--- src/rtl/dmem_pkg.sv ---
`default_nettype none
// ------------------------------------------------------------------
// dmem_pkg: shared size codes, error codes and state encoding. Rev 1.0
// ------------------------------------------------------------------
package dmem_pkg;

  localparam logic [1:0] SZ_BYTE = 2'd0;
  localparam logic [1:0] SZ_HALF = 2'd1;
  localparam logic [1:0] SZ_WORD = 2'd2;
  localparam logic [1:0] SZ_BAD  = 2'd3;

  localparam logic [1:0] ERR_NONE     = 2'd0;
  localparam logic [1:0] ERR_MISALIGN = 2'd1;
  localparam logic [1:0] ERR_CONFLICT = 2'd2;
  localparam logic [1:0] ERR_SIZE     = 2'd3;

  typedef enum logic [0:0] {
    INIT = 1'b0,
    RUN  = 1'b1
  } state_t;

endpackage
`default_nettype wire

--- src/rtl/dmem_lane_align.sv ---
`default_nettype none
// ------------------------------------------------------------------
// dmem_lane_align: store lane enables/replication, load extraction. Rev 1.0
// ------------------------------------------------------------------
module dmem_lane_align
  import dmem_pkg::*;
(
  input  logic [1:0]  size,
  input  logic [1:0]  addr_lo,
  input  logic        sign_ext,
  input  logic [31:0] wr_data,
  input  logic [31:0] rd_word,
  output logic [3:0]  byte_en,
  output logic [31:0] wr_lanes,
  output logic [31:0] rd_result
);

  logic [7:0]  sel_byte;
  logic [15:0] sel_half;

  always_comb begin
    sel_byte = rd_word[7:0];
    case (addr_lo)
      2'd0:    sel_byte = rd_word[7:0];
      2'd1:    sel_byte = rd_word[15:8];
      2'd2:    sel_byte = rd_word[23:16];
      default: sel_byte = rd_word[31:24];
    endcase
    sel_half = addr_lo[1] ? rd_word[31:16] : rd_word[15:0];
  end

  // Store data is replicated across lanes so the byte enables alone pick the target.
  always_comb begin
    byte_en   = 4'b0000;
    wr_lanes  = wr_data;
    rd_result = rd_word;
    case (size)
      SZ_BYTE: begin
        byte_en   = 4'b0001 << addr_lo;
        wr_lanes  = {4{wr_data[7:0]}};
        rd_result = {{24{sign_ext & sel_byte[7]}}, sel_byte};
      end
      SZ_HALF: begin
        byte_en   = addr_lo[1] ? 4'b1100 : 4'b0011;
        wr_lanes  = {2{wr_data[15:0]}};
        rd_result = {{16{sign_ext & sel_half[15]}}, sel_half};
      end
      SZ_WORD: begin
        byte_en   = 4'b1111;
        wr_lanes  = wr_data;
        rd_result = rd_word;
      end
      default: begin
        byte_en   = 4'b0000;
        wr_lanes  = wr_data;
        rd_result = rd_word;
      end
    endcase
  end

endmodule
`default_nettype wire

--- src/rtl/dmem_sized.sv ---
`default_nettype none
// ------------------------------------------------------------------
// dmem_sized: sized byte-lane data memory; DMEM_CLEAR_EN zero-fills on INIT. Rev 1.0
// ------------------------------------------------------------------
module dmem_sized
  import dmem_pkg::*;
#(
  parameter int DEPTH = 128,
  localparam int ADDR_W = $clog2(DEPTH) + 2
) (
  input  logic              clk,
  input  logic              rst,
  input  logic              mem_wr,
  input  logic              mem_rd,
  input  logic [ADDR_W-1:0] addr,
  input  logic [1:0]        size,
  input  logic              sign_ext,
  input  logic [31:0]       wr_data,
  output logic              ready,
  output logic [31:0]       read_data,
  output logic              rd_valid,
  output logic              err,
  output logic [1:0]        err_code
);

  localparam int WORD_W = ADDR_W - 2;

  state_t state, state_n;

  logic [WORD_W-1:0] word_idx;
  logic              req, misaligned, accept, do_write, do_read;
  logic [1:0]        req_code;
  logic [3:0]        lane_be, mem_be;
  logic [31:0]       lane_wdata, mem_wdata, rd_word, rd_result;
  logic [WORD_W-1:0] mem_widx;
  logic              mem_we;

  assign word_idx = addr[ADDR_W-1:2];
  assign ready    = (state == RUN);

`ifdef DMEM_CLEAR_EN
  localparam logic [WORD_W-1:0] LAST_WORD = WORD_W'(DEPTH - 1);
  logic [WORD_W-1:0] init_cnt;

  always_ff @(posedge clk or posedge rst) begin
    if (rst)
      init_cnt <= '0;
    else if (state == INIT)
      init_cnt <= init_cnt + 1'b1;
  end
`endif

  always_ff @(posedge clk or posedge rst) begin
    if (rst)
      state <= INIT;
    else
      state <= state_n;
  end

  always_comb begin
    state_n = state;
    case (state)
`ifdef DMEM_CLEAR_EN
      INIT:    if (init_cnt == LAST_WORD) state_n = RUN;
`else
      INIT:    state_n = RUN;
`endif
      RUN:     state_n = RUN;
      default: state_n = INIT;
    endcase
  end

  assign req        = ready && (mem_wr || mem_rd);
  assign misaligned = ((size == SZ_HALF) && addr[0]) ||
                      ((size == SZ_WORD) && (addr[1:0] != 2'b00));

  always_comb begin
    req_code = ERR_NONE;
    if (mem_wr && mem_rd)
      req_code = ERR_CONFLICT;
    else if (size == SZ_BAD)
      req_code = ERR_SIZE;
    else if (misaligned)
      req_code = ERR_MISALIGN;
  end

  assign accept   = req && (req_code == ERR_NONE);
  assign do_write = accept && mem_wr;
  assign do_read  = accept && mem_rd;

  dmem_lane_align u_lane_align (
    .size      (size),
    .addr_lo   (addr[1:0]),
    .sign_ext  (sign_ext),
    .wr_data   (wr_data),
    .rd_word   (rd_word),
    .byte_en   (lane_be),
    .wr_lanes  (lane_wdata),
    .rd_result (rd_result)
  );

`ifdef DMEM_CLEAR_EN
  always_comb begin
    mem_we    = do_write;
    mem_be    = lane_be;
    mem_widx  = word_idx;
    mem_wdata = lane_wdata;
    if (state == INIT) begin
      mem_we    = 1'b1;
      mem_be    = 4'b1111;
      mem_widx  = init_cnt;
      mem_wdata = '0;
    end
  end
`else
  assign mem_we    = do_write;
  assign mem_be    = lane_be;
  assign mem_widx  = word_idx;
  assign mem_wdata = lane_wdata;
`endif

  // Writes land at the request edge, so a load one cycle later sees the new data.
  for (genvar k = 0; k < 4; k++) begin : g_lane
    logic [7:0] bank [DEPTH];

    always_ff @(posedge clk) begin
      if (mem_we && mem_be[k])
        bank[mem_widx] <= mem_wdata[8*k +: 8];
    end

    assign rd_word[8*k +: 8] = bank[word_idx];
  end

  always_ff @(posedge clk or posedge rst) begin
    if (rst) begin
      rd_valid  <= 1'b0;
      err       <= 1'b0;
      err_code  <= ERR_NONE;
      read_data <= '0;
    end else begin
      rd_valid <= do_read;
      err      <= req && (req_code != ERR_NONE);
      err_code <= req ? req_code : ERR_NONE;
      if (do_read)
        read_data <= rd_result;
    end
  end

endmodule
`default_nettype wire

--- config.mk ---
export PLATFORM = sky130hd
export DESIGN_NAME = dmem_sized
export DESIGN_NICKNAME = d
export VERILOG_FILES = /design/src/rtl/dmem_pkg.sv /design/src/rtl/dmem_lane_align.sv /design/src/rtl/dmem_sized.sv
export SDC_FILE = /design/constraint.sdc
export NUM_CORES = 2
export LEC_CHECK = 0
export BUFFER_PORTS_ARGS = -buffer_cell sky130_fd_sc_hd__clkbuf_2
export CELL_PAD_IN_SITES_DETAIL_PLACEMENT = 0
export CELL_PAD_IN_SITES_GLOBAL_PLACEMENT = 1
export CORE_MARGIN = 10
export CORE_UTILIZATION = 51
export CTS_CLUSTER_DIAMETER = 50
export DETAILED_ROUTE_END_ITERATION = 16
export PLACE_DENSITY_LB_ADDON = 0.1
export SYNTH_ARGS = -nofsm -noshare
export SYNTH_HDL_FRONTEND = slang
export SYNTH_HIERARCHICAL = 1
export SYNTH_SLANG_ARGS = --single-unit
--- constraint.sdc ---
create_clock -name clk -period 3.2 [get_ports clk]
set_input_delay 0.48 -clock clk [delete_from_list [all_inputs] [get_ports clk]]
set_output_delay 0.48 -clock clk [all_outputs]
set_load 0.01 [all_outputs]
==> metrics.csv <==
stage;metric;value;unit
clock_network;CTS Buf Count;462;
final_layout;fill count;21495;
drt;WL final;466000;microns
synth;Warnings, synthesis;6;
sta;Fmax;0.270;GHz
drt;vias per cell;6.29;
synth;part of the Yosys area used for sequential elements;0.772;
power;total power;121000;uW
critical_path;crit start category;flop;
clock_network;clock-pin slew on the worst setup and hold paths;0.06;ns
sta;final setup fails;32;
power;maximum VDD drop;0.000501;V
place;port bufs;84;
critical_path;buffer and inverter count on the worst path;3;
floorplan;Die ar.;0.338;sq mm
status;status;finished, violations left;
drt;ANT nets after route;0;
synth;EDFF count, synth;4096;
critical_path;RR Endpoint;read_data[30];
critical_path;Critical Path AT;4.56;ns
sta;Slew HR;0.112;
final_layout;# nets final;8217;
critical_path;CP top delay family;multiplexers;
final_layout;layout cells sized above 1;0.406;
clock_network;CTS H-tree lvls;5;
clock_network;CTS root buf;clkbuf_16;
grt;GRT Overall Usage;0.272;
synth;prevailing post-synth register cell;edfxtp_1;
place;Place WS;-1.39;ns
critical_path;reg-to-reg setup timing slack;-0.50;ns
synth;Syn Nets;6875;
grt;initial antenna violation count;38;
critical_path;Crit. Startpoint;g_lane[1].bank[124][7];
clock_network;Sink Count;4133;
drt;Avg WL per Cell;36.6;microns
synth;Async SR Flop Fraction;0.00895;
floorplan;io pins;85;
sta;skew final;0.0488;ns
floorplan;Die W;581;microns
grt;largest net degree at the start of global routing;129;
final_layout;multi-input combinational cell area;0.0352;sq mm
sta;final worst-path cycle share;1.16;
critical_path;reg-to-reg startpoint;g_lane[1].bank[124][7];
drt;routed vias;80028;
synth;Post-Synthesis Cells;6827;
synth;Syn Std Cell Area;0.161;sq mm
critical_path;most used cell, CP;mux4_2;
final_layout;area added between synthesis and finish;20.0;%
place;GPL Wtd Cong;0.968;
critical_path;R2R cell count;11;
power;Pwr Density;629;mW/mm^2
floorplan;Initial Utilization;0.513;
hold_path;worst min-delay path class;in2reg;
power;Leakage;0.0623;uW
drt;Post-route DRC;0;
sta;max-slew violations;0;
sta;slack of the critical path;-0.502;ns
drt;drt first pass iters;6;
synth;Cell variety after synth;43;
critical_path;CP cell instances;mux4_2, mux4_2, mux4_2, mux2_4, buf_4, mux2_4, a21oi_4, buf_12, clkbuf_16, a21oi_1, mux2_2;
synth;synthesized area per cell;23.5;sq um
sta;RSZ-0062 raised after global routing;true;
clock_network;CTS tree;built;
critical_path;crit end category;flop;
critical_path;largest fanout on the critical path;4;
drt;DRT iter0 DRCs;10059;
job;maxcap violations;0;
critical_path;CP Class;reg2reg;
synth;flops & latches, synth;4133;
place;hpwl dp;327000;microns
grt;vias in the first global route;80195;
critical_path;worst stage delay on the critical path;0.56;ns
critical_path;CP Capture Point;read_data[30];
status;violated checks;setup timing;
sta;Period minus WS final;3.70;ns
sta;Worst Max-Slew Pin Slew;1.33;ns
floorplan;core box area;0.313;sq mm
grt;GR Overflow Total;0;
final_layout;Reg area;0.124;sq mm
grt;first-pass GRT wire length;647000;microns
critical_path;Crit-path slowest cell;mux4_2;
clock_network;clock buffer depth;4;
sta;Hold Fails Final Rpt;0;
floorplan;row count;205;
floorplan;Chip Height;581;microns
clock_network;Worst-Skew Late Latency;0.98;ns
critical_path;stages on the worst setup path;11;
critical_path;CP required;4.06;ns
-- layer usage --
| metal | global-route usage | up-vias | part of all wire |
|---|---|---|---|
| met1 | 0.382 | 43467 | 0.39 |
| met5 | 0 | - | 0.00022 |
| met4 | 0.108 | 16 | 0.048 |
| met3 | 0.0545 | 778 | 0.087 |
| li1 | - | 31830 | - |
| met2 | 0.425 | 3937 | 0.47 |
-- cells in the mapped netlist, types with 2 or more instances --
cell,instances,area [sq um]
edfxtp_1,4096,123000
mux4_2,1352,30400
nor2_1,539,2020
clkbuf_1,262,983
nand2_1,175,657
buf_2,100,500
mux2_2,64,721
dfrtp_1,37,926
a21oi_1,36,180
buf_1,35,131
inv_1,12,45.0
a21oi_2,11,96.3
buf_4,10,75.1
nor2b_1,10,62.6
o21ai_1,9,45.0
mux2_1,8,90.1
mux2i_1,8,80.1
o211ai_1,8,60.1
a311oi_1,7,61.3
a31oi_1,7,43.8
nand2b_1,7,43.8
nor3_1,7,35.0
inv_2,3,11.3
and2_1,2,12.5
and3_1,2,12.5
buf_6,2,22.5
or3_1,2,12.5
-- area by class of cell --
class / instances / share of cell area
clock inverter: 312 / 0.0183
sequential: 4133 / 0.643
timing repair buffer: 1287 / 0.0660
inverter: 15 / 0.000292
multi-input combinational: 2270 / 0.183
antenna: 31 / 0.000403
tap: 4140 / 0.0269
clock buffer: 545 / 0.0625
-- stage by stage --
step                hold WS, ns  std cells  utilization  cell area [sq um]  TNS, ns
floorplan                 0.550       6827            -             161000   -20.91
global placement          0.499      11820        0.564             176000   -82.76
detailed placement        0.495      11822        0.564             176000   -87.12
CTS                      0.0243      12694        0.615             192000   -12.99
global route             0.0538      12710        0.616             193000   -15.48
finish                   0.0760      12733        0.616             193000   -14.02
-- worst min-delay path by stage --
stage	depth (start not counted)	from	to
finish	1	wr_data[1]	g_lane[0].bank[28][1]
global route	3	wr_data[24]	g_lane[3].bank[32][0]
CTS	1	wr_data[1]	g_lane[0].bank[28][1]
detailed placement	1	read_data[19]	read_data[19]
global placement	1	read_data[21]	read_data[21]
floorplan	1	read_data[12]	read_data[12]
-- repair_timing --
item	4_1_cts	5_1_grt
gates resized for setup	26	21
hold endpoints to repair	130	0
endpoints found under the setup margin	32	32
pin swaps	2	4
hold buffers	11	0
buffers inserted	3	1
gates cloned	1	7
-- layout by cell type (no fill, tap or decap), types with 36 or more instances in the layout --
cell type      n
clkbuf_2      69
clkbuf_16    475
buf_4        950
mux4_2      1352
nor2_1       531
clkbuf_1      73
dfrtp_1       37
a21oi_1       36
mux2_2        44
edfxtp_1    4096
nand2_1      163
clkinv_1      62
clkinv_2      81
bufinv_16     54
clkinvlp_4    36
buf_12       225
-- cells by family (layout without fill, tap and decap cells) --
group | count (synthesis) | in the layout | share of synthesized area
compound gates | 85 | 85 | 0.00338
xor+xnor | 1 | 1 | 0.0000546
buf+inv | 425 | 2159 | 0.0111
flops | 4133 | 4133 | 0.772
mux | 1433 | 1433 | 0.195
other cells | 1 | 32 | 0.0000234
simple gates | 749 | 750 | 0.0181
-- state kept, by name (all words and copies together), names as in the netlist --
signal / flops
g_lane.bank: 4096
read_data: 32
err_code: 2
err: 1
rd_valid: 1
ready: 1
-- where the power goes --
group          switching [uW]  total (uW)  leakage, uW  internal, uW
registers                 320       60300       0.0374         60000
clock network           21900       53400      0.00752         31500
logic                    4400        7470       0.0173          3070
total                   26600      121000       0.0623         94600
Note: power is estimated with default switching activity, not from simulation.
